**config.mk**
```make
export PLATFORM = sky130hd
export DESIGN_NAME = text_pane_scheduler
export DESIGN_NICKNAME = d
export VERILOG_FILES = /design/src/rtl/text_pane_scheduler_pkg.sv /design/src/rtl/text_pane_scheduler_arb.sv /design/src/rtl/text_pane_scheduler.sv
export SDC_FILE = /design/constraint.sdc
export NUM_CORES = 1
export LEC_CHECK = 0
export BUFFER_PORTS_ARGS = -buffer_cell sky130_fd_sc_hd__buf_2
export CAP_MARGIN = 20
export CORE_MARGIN = 1
export CORE_UTILIZATION = 54
export CTS_CLUSTER_SIZE = 28
export DETAILED_ROUTE_END_ITERATION = 12
export GPL_ROUTABILITY_DRIVEN = 0
export PLACE_DENSITY = 0.8
export SYNTH_ARGS = -nofsm -noshare
export SYNTH_HDL_FRONTEND = slang
export SYNTH_SLANG_ARGS = --single-unit
```
**constraint.sdc**
```tcl
create_clock -name clk -period 2.38 [get_ports clk]
set_clock_uncertainty 0.05 [all_clocks]
set_input_delay 0.238 -clock clk [delete_from_list [all_inputs] [get_ports clk]]
set_output_delay 0.238 -clock clk [all_outputs]
set_load 0.005 [all_outputs]
```
**src/rtl/text_pane_scheduler_pkg.sv**
```systemverilog
// Shared types and constants for the text pane scheduler: FSM states, plane
// geometry defaults and the control character codes it reacts to.
package text_pane_scheduler_pkg;

  localparam int ROWS_DEF     = 7;
  localparam int COLS_DEF     = 20;
  localparam int ROW_BITS_DEF = 4;
  localparam int COL_BITS_DEF = 6;

  localparam logic [7:0] CH_BS    = 8'h08;
  localparam logic [7:0] CH_FF    = 8'h0C;
  localparam logic [7:0] CH_CR    = 8'h0D;
  localparam logic [7:0] CH_SPACE = 8'h20;

  typedef enum logic [1:0] {
    ST_IDLE,
    ST_WRITE,
    ST_SCROLL,
    ST_CLEAR
  } state_e;

  function automatic logic is_printable(input logic [7:0] c);
    return (c >= 8'h20) && (c <= 8'h7E);
  endfunction

endpackage

```
**src/rtl/text_pane_scheduler_arb.sv**
```systemverilog
// Two-way round-robin arbiter; the requester granted last loses the next tie.
module rr_arbiter2 (
  input  logic clk,
  input  logic reset,
  input  logic en_i,
  input  logic req0_i,
  input  logic req1_i,
  output logic gnt0_o,
  output logic gnt1_o
);

  logic last_q;  // 1: requester 1 was granted last

  always_comb begin
    gnt0_o = en_i & req0_i & (~req1_i | last_q);
    gnt1_o = en_i & req1_i & (~req0_i | ~last_q);
  end

  // NOTE: sequential state uses non-blocking assignments so every register
  // samples pre-edge values, independent of statement order.
  always_ff @(posedge clk) begin
    if (reset)       last_q <= 1'b1;
    else if (gnt0_o) last_q <= 1'b0;
    else if (gnt1_o) last_q <= 1'b1;
  end

endmodule

```
**src/rtl/text_pane_scheduler.sv**
```systemverilog
// Character-plane write scheduler: arbitrates two character feeds and turns
// them into cell writes, scrolls and full-plane clears with cursor tracking.
module text_pane_scheduler
  import text_pane_scheduler_pkg::*;
#(
  parameter int ROWS     = ROWS_DEF,
  parameter int COLS     = COLS_DEF,
  parameter int ROW_BITS = ROW_BITS_DEF,
  parameter int COL_BITS = COL_BITS_DEF
) (
  input  logic                clk,
  input  logic                reset,
  input  logic                req0_valid,
  input  logic [7:0]          req0_char,
  output logic                req0_ready,
  input  logic                req1_valid,
  input  logic [7:0]          req1_char,
  output logic                req1_ready,
  output logic                wr_en,
  output logic [ROW_BITS-1:0] wr_row,
  output logic [COL_BITS-1:0] wr_col,
  output logic [7:0]          wr_char,
  output logic                scroll,
  output logic                busy,
  output logic [ROW_BITS-1:0] cur_row,
  output logic [COL_BITS-1:0] cur_col
);

  localparam logic [ROW_BITS-1:0] ROW_LAST = ROW_BITS'(ROWS - 1);
  localparam logic [COL_BITS-1:0] COL_LAST = COL_BITS'(COLS - 1);

  state_e                state_q, state_d;
  logic [ROW_BITS-1:0]   row_q, row_d, clr_row_q, clr_row_d;
  logic [COL_BITS-1:0]   col_q, col_d, clr_col_q, clr_col_d;
  logic [7:0]            char_q, char_d;
  logic                  bs_q, bs_d;  // current WRITE is a backspace erase
  logic                  gnt0, gnt1, xfer;
  logic [7:0]            in_char;

  rr_arbiter2 u_arb (
    .clk    (clk),
    .reset  (reset),
    .en_i   ((state_q == ST_IDLE) && !reset),
    .req0_i (req0_valid),
    .req1_i (req1_valid),
    .gnt0_o (gnt0),
    .gnt1_o (gnt1)
  );

  assign req0_ready = gnt0;
  assign req1_ready = gnt1;
  assign xfer       = gnt0 | gnt1;
  assign in_char    = gnt0 ? req0_char : req1_char;
  assign cur_row    = row_q;
  assign cur_col    = col_q;

  // NOTE: every always_comb output gets a default first so no path leaves a
  // signal unassigned, which would otherwise infer a latch.
  always_comb begin
    state_d   = state_q;
    row_d     = row_q;
    col_d     = col_q;
    clr_row_d = clr_row_q;
    clr_col_d = clr_col_q;
    char_d    = char_q;
    bs_d      = bs_q;
    unique case (state_q)
      ST_IDLE: if (xfer) begin
        char_d = in_char;
        bs_d   = 1'b0;
        if (is_printable(in_char)) begin
          state_d = ST_WRITE;
        end else if (in_char == CH_CR) begin
          col_d = '0;
          if (row_q < ROW_LAST) row_d   = row_q + 1'b1;
          else                  state_d = ST_SCROLL;
        end else if (in_char == CH_BS) begin
          if (col_q != '0) begin
            col_d   = col_q - 1'b1;
            bs_d    = 1'b1;
            state_d = ST_WRITE;
          end
        end else if (in_char == CH_FF) begin
          state_d = ST_CLEAR;
        end
      end
      ST_WRITE: begin
        state_d = ST_IDLE;
        if (!bs_q) begin
          if (col_q < COL_LAST) begin
            col_d = col_q + 1'b1;
          end else begin
            col_d = '0;
            if (row_q < ROW_LAST) row_d   = row_q + 1'b1;
            else                  state_d = ST_SCROLL;
          end
        end
      end
      ST_SCROLL: state_d = ST_IDLE;
      ST_CLEAR: begin
        if (clr_col_q == COL_LAST) begin
          clr_col_d = '0;
          if (clr_row_q == ROW_LAST) begin
            clr_row_d = '0;
            row_d     = '0;
            col_d     = '0;
            state_d   = ST_IDLE;
          end else begin
            clr_row_d = clr_row_q + 1'b1;
          end
        end else begin
          clr_col_d = clr_col_q + 1'b1;
        end
      end
      default: state_d = ST_IDLE;
    endcase
  end

  // Outputs are gated by reset so an aborted CLEAR/SCROLL stops immediately.
  always_comb begin
    wr_en   = 1'b0;
    wr_row  = '0;
    wr_col  = '0;
    wr_char = '0;
    scroll  = 1'b0;
    busy    = !reset && (state_q != ST_IDLE);
    if (!reset) begin
      unique case (state_q)
        ST_WRITE: begin
          wr_en   = 1'b1;
          wr_row  = row_q;
          wr_col  = col_q;
          wr_char = bs_q ? CH_SPACE : char_q;
        end
        ST_CLEAR: begin
          wr_en   = 1'b1;
          wr_row  = clr_row_q;
          wr_col  = clr_col_q;
          wr_char = CH_SPACE;
        end
        ST_SCROLL: scroll = 1'b1;
        default: ;
      endcase
    end
  end

  always_ff @(posedge clk) begin
    if (reset) begin
      state_q   <= ST_IDLE;
      row_q     <= '0;
      col_q     <= '0;
      clr_row_q <= '0;
      clr_col_q <= '0;
      char_q    <= '0;
      bs_q      <= 1'b0;
    end else begin
      state_q   <= state_d;
      row_q     <= row_d;
      col_q     <= col_d;
      clr_row_q <= clr_row_d;
      clr_col_q <= clr_col_d;
      char_q    <= char_d;
      bs_q      <= bs_d;
    end
  end

endmodule

```
==> flow_metrics.py <==
metrics = {
    "pwr": {
        "switchingPower_w": 0.000499,
        "ir_worst_vdd_mv": 0.494,
        "power_density_nw_per_um2": 557,
        "p_clk_frac": 0.339,
        "switching_share": 0.319,
        "pwr-share-comb": 0.276,
        "seqPwrFrac": 0.385,
        "p_leak_nw": 1.21,
        "internal-power_w": 0.00107,
    },
    "logic_synthesis": {
        "synth-edff-count": 0,
        "synthFlopType": "dfxtp_1",
        "synth.avg_cell_area_um2": 7.63,
        "syn_area_um2": 2300,
        "yosysSeqAreaShare": 0.278,
        "ys_warn_count": 0,
        "syn-num-nets": 327,
        "ys_types": 65,
        "syn_inst": 302,
        "yosys_register_bits": 32,
        "async_flop_share": 0,
    },
    "sta": {
        "hold_viol": 0,
        "rsz0062_at_grt": "no",
        "setup_slack_ns": 0.177,
        "layout_worst_path_cycle_share": 0.925,
        "worst_slew_pin_slew_ns": 0.492,
        "timing.hold.ws_ns": 0.187,
        "setup_viol": 0,
        "fin_setup_tns_ns": 0,
        "fmax_mhz": 454,
        "slew_headroom": 0.667,
        "period_needed_ns": 2.20,
        "drv_slew": 0,
    },
    "clock_tree": {
        "cts_resized": 0,
        "cts_setup_buffers": 0,
        "h-tree-depth": 2,
        "cts_root_buf": "clkbuf_8",
        "cts_hold_buffers": 0,
        "clk_pin_slew_ns": 0.07,
        "numCtsBuffers": 5,
        "cts.path.max_buffers": 2,
        "clk_latency_ns": 0.29,
        "cts_tree": "built",
        "clock_sinks": 32,
    },
    "setup_path": {
        "critPathKind": "register to register",
        "end_kind": "register",
        "worst_setup_path_start_kind": "register",
        "required_ns": 2.55,
        "reg2reg_depth": 6,
        "crit_fanout": 6,
        "crit_arrival_ns": 2.37,
    },
    "cells_and_area": {
        "layout-drive-gt1-share": 0.270,
        "stdcell_area_um2": 2820,
        "regArea_um2": 641,
        "multi_input_area_um2": 1540,
        "layout.nets": 387,
        "fill_cells": 357,
        "n_antenna_cell": 0,
        "area_growth_pct": 22.3,
        "instances_no_fill": 413,
    },
    "routing": {
        "ant_nets": 0,
        "routed_wl_um": 6470,
        "wl_per_cell_um": 15.7,
        "first_iter_violations": 194,
        "dr.pass1.iters": 4,
        "vias_per_cell": 6.15,
        "num_vias": 2539,
        "drcViolationCount": 0,
    },
    "floorplanning": {
        "die-height_um": 67.3,
        "die_area_um2": 4530,
        "start_util": 0.568,
        "core_area_um2": 4060,
        "die_x_um": 67.3,
        "io_pins": 53,
        "row_count": 23,
    },
    "place": {
        "dpl.hpwl_um": 4660,
        "preCtsSetupSlack_ns": 0.169,
        "numPortBuffers": 52,
        "placed_area_um2": 2710,
        "placedCellCount": 405,
    },
    "global_routing": {
        "use_met1": 0.373,
        "grt-busiest-layer": "met2",
        "grt_use_met2": 0.509,
        "grt_pass1_wl_um": 10300,
        "grt_max_degree": 34,
        "grt_overflow": 0,
        "antenna_found_initial": 0,
        "gr-usage-all-layers": 0.303,
        "grt_use_met3": 0.0625,
        "first_global_vias": 2208,
    },
    "min_path": {
        "hold_depth": 3,
        "min_path_type": "input port to register",
    },
    "outcome": {
        "status": "completed",
    },
    "run": {
        "maxCapViolCount": 0,
    },
}
-- cell type report --
cell class / count / share of cell area
flip-flops and latches: 32 / 0.227
multi-input cells: 239 / 0.547
clock inverters: 2 / 0.0124
clock buffers: 6 / 0.0258
inverters: 10 / 0.0138
well taps: 50 / 0.0222
repair buffers: 74 / 0.151
-- final timing paths --
kind | startpoint | endpoint | slack [ns]
worst max-delay path | clr_row_q[2]$_SDFFE_PP0P_ | cur_col[5]$_SDFFE_PP0P_ | 0.18
worst min-delay path | req0_char[4] | char_q[4]$_SDFFE_PP0P_ | 0.19
worst max register to register | clr_row_q[2]$_SDFFE_PP0P_ | cur_col[5]$_SDFFE_PP0P_ | 0.18
worst min register to register | char_q[2]$_SDFFE_PP0P_ | char_q[2]$_SDFFE_PP0P_ | 0.45
-- state kept, by name, summed over array words and instances (netlist names) --
register	flops
char_q	8
clr_col_q	6
cur_col	6
clr_row_q	4
cur_row	4
state_q	2
bs_q	1
u_arb.last_q	1
-- cells in the mapped netlist, types with 4 or more instances --
master    count  share of area
nand4_1       5          0.014
a211oi_1      6          0.020
o21ai_0       7          0.015
a31oi_1       6          0.016
xor2_1        6          0.023
and3_1        7          0.019
inv_1         9          0.015
a311oi_1      7          0.027
nand3_1       9          0.020
mux2i_1      13          0.056
ha_1          5          0.027
nor3_1       14          0.030
nor2_1       38          0.062
nand2_1      32          0.052
clkbuf_1     17          0.028
a21oi_1      19          0.041
dfxtp_1      32           0.28
o21bai_1      4          0.013
-- power by group through the flow --
stage	Combinational (W)	Clock, W	Sequential, W
3_3_place_gp	0.000419	0	0.000614
6_report	0.000433	0.000531	0.000603
3_5_place_dp	0.000424	0	0.000615
2_1_floorplan	0.000279	0	0.000607
4_1_cts	0.000427	0.000535	0.000603
5_1_grt	0.000475	0.000552	0.000609
-- kinds of logic after synthesis --
kind of cell | synth area share
adder cells (fa/ha/maj) | 0.0272
multiplexers | 0.0663
XOR/XNOR | 0.0342
buffers and inverters | 0.0527
flip-flops | 0.278
AO/OA/AOI/OAI | 0.234
AND/OR/NAND/NOR | 0.307
-- cell usage in the layout (no fill, tap or decap), types with 2 or more instances in the layout --
master / count
xor2_1: 6
o211ai_1: 2
buf_2: 52
o21bai_1: 4
nor3b_1: 2
o31ai_1: 2
o21ai_0: 7
nand4_1: 5
o22ai_1: 2
clkinv_2: 2
xnor2_1: 3
and2_1: 3
clkbuf_8: 5
a31oi_1: 6
nor3_1: 14
buf_4: 22
a211o_1: 3
dfxtp_1: 32
nor2_1: 38
nand3_1: 9
nand2_1: 32
nor4b_1: 3
nand2b_1: 2
or2_2: 3
mux2i_1: 13
a21oi_1: 19
ha_1: 5
and3_1: 7
a21o_1: 3
a311oi_1: 7
inv_1: 9
a211oi_1: 6
-- stage by stage --
| step | util | total power (W) |
|---|---|---|
| 2_1_floorplan | - | 0.000886 |
| 3_3_place_gp | 0.668 | 0.00103 |
| 3_5_place_dp | 0.668 | 0.00104 |
| 4_1_cts | 0.694 | 0.00157 |
| 5_1_grt | 0.694 | 0.00164 |
| 6_report | 0.694 | 0.00157 |
-- worst max-delay path: stages (launching register included) --
cell and delay, ns:
dfxtp_1 0.40, nor4bb_1 0.43, nor3b_1 0.38, a21o_1 0.19, a22oi_1 0.09, or4_1 0.51
o21ai_0 0.08
-- routing by layer --
metal	share of wire	up-vias
met5	0	-
met1	0.44	1180
met4	0.020	0
li1	-	1232
met3	0.077	11
met2	0.47	116
Power figures use the tool's default switching activity.
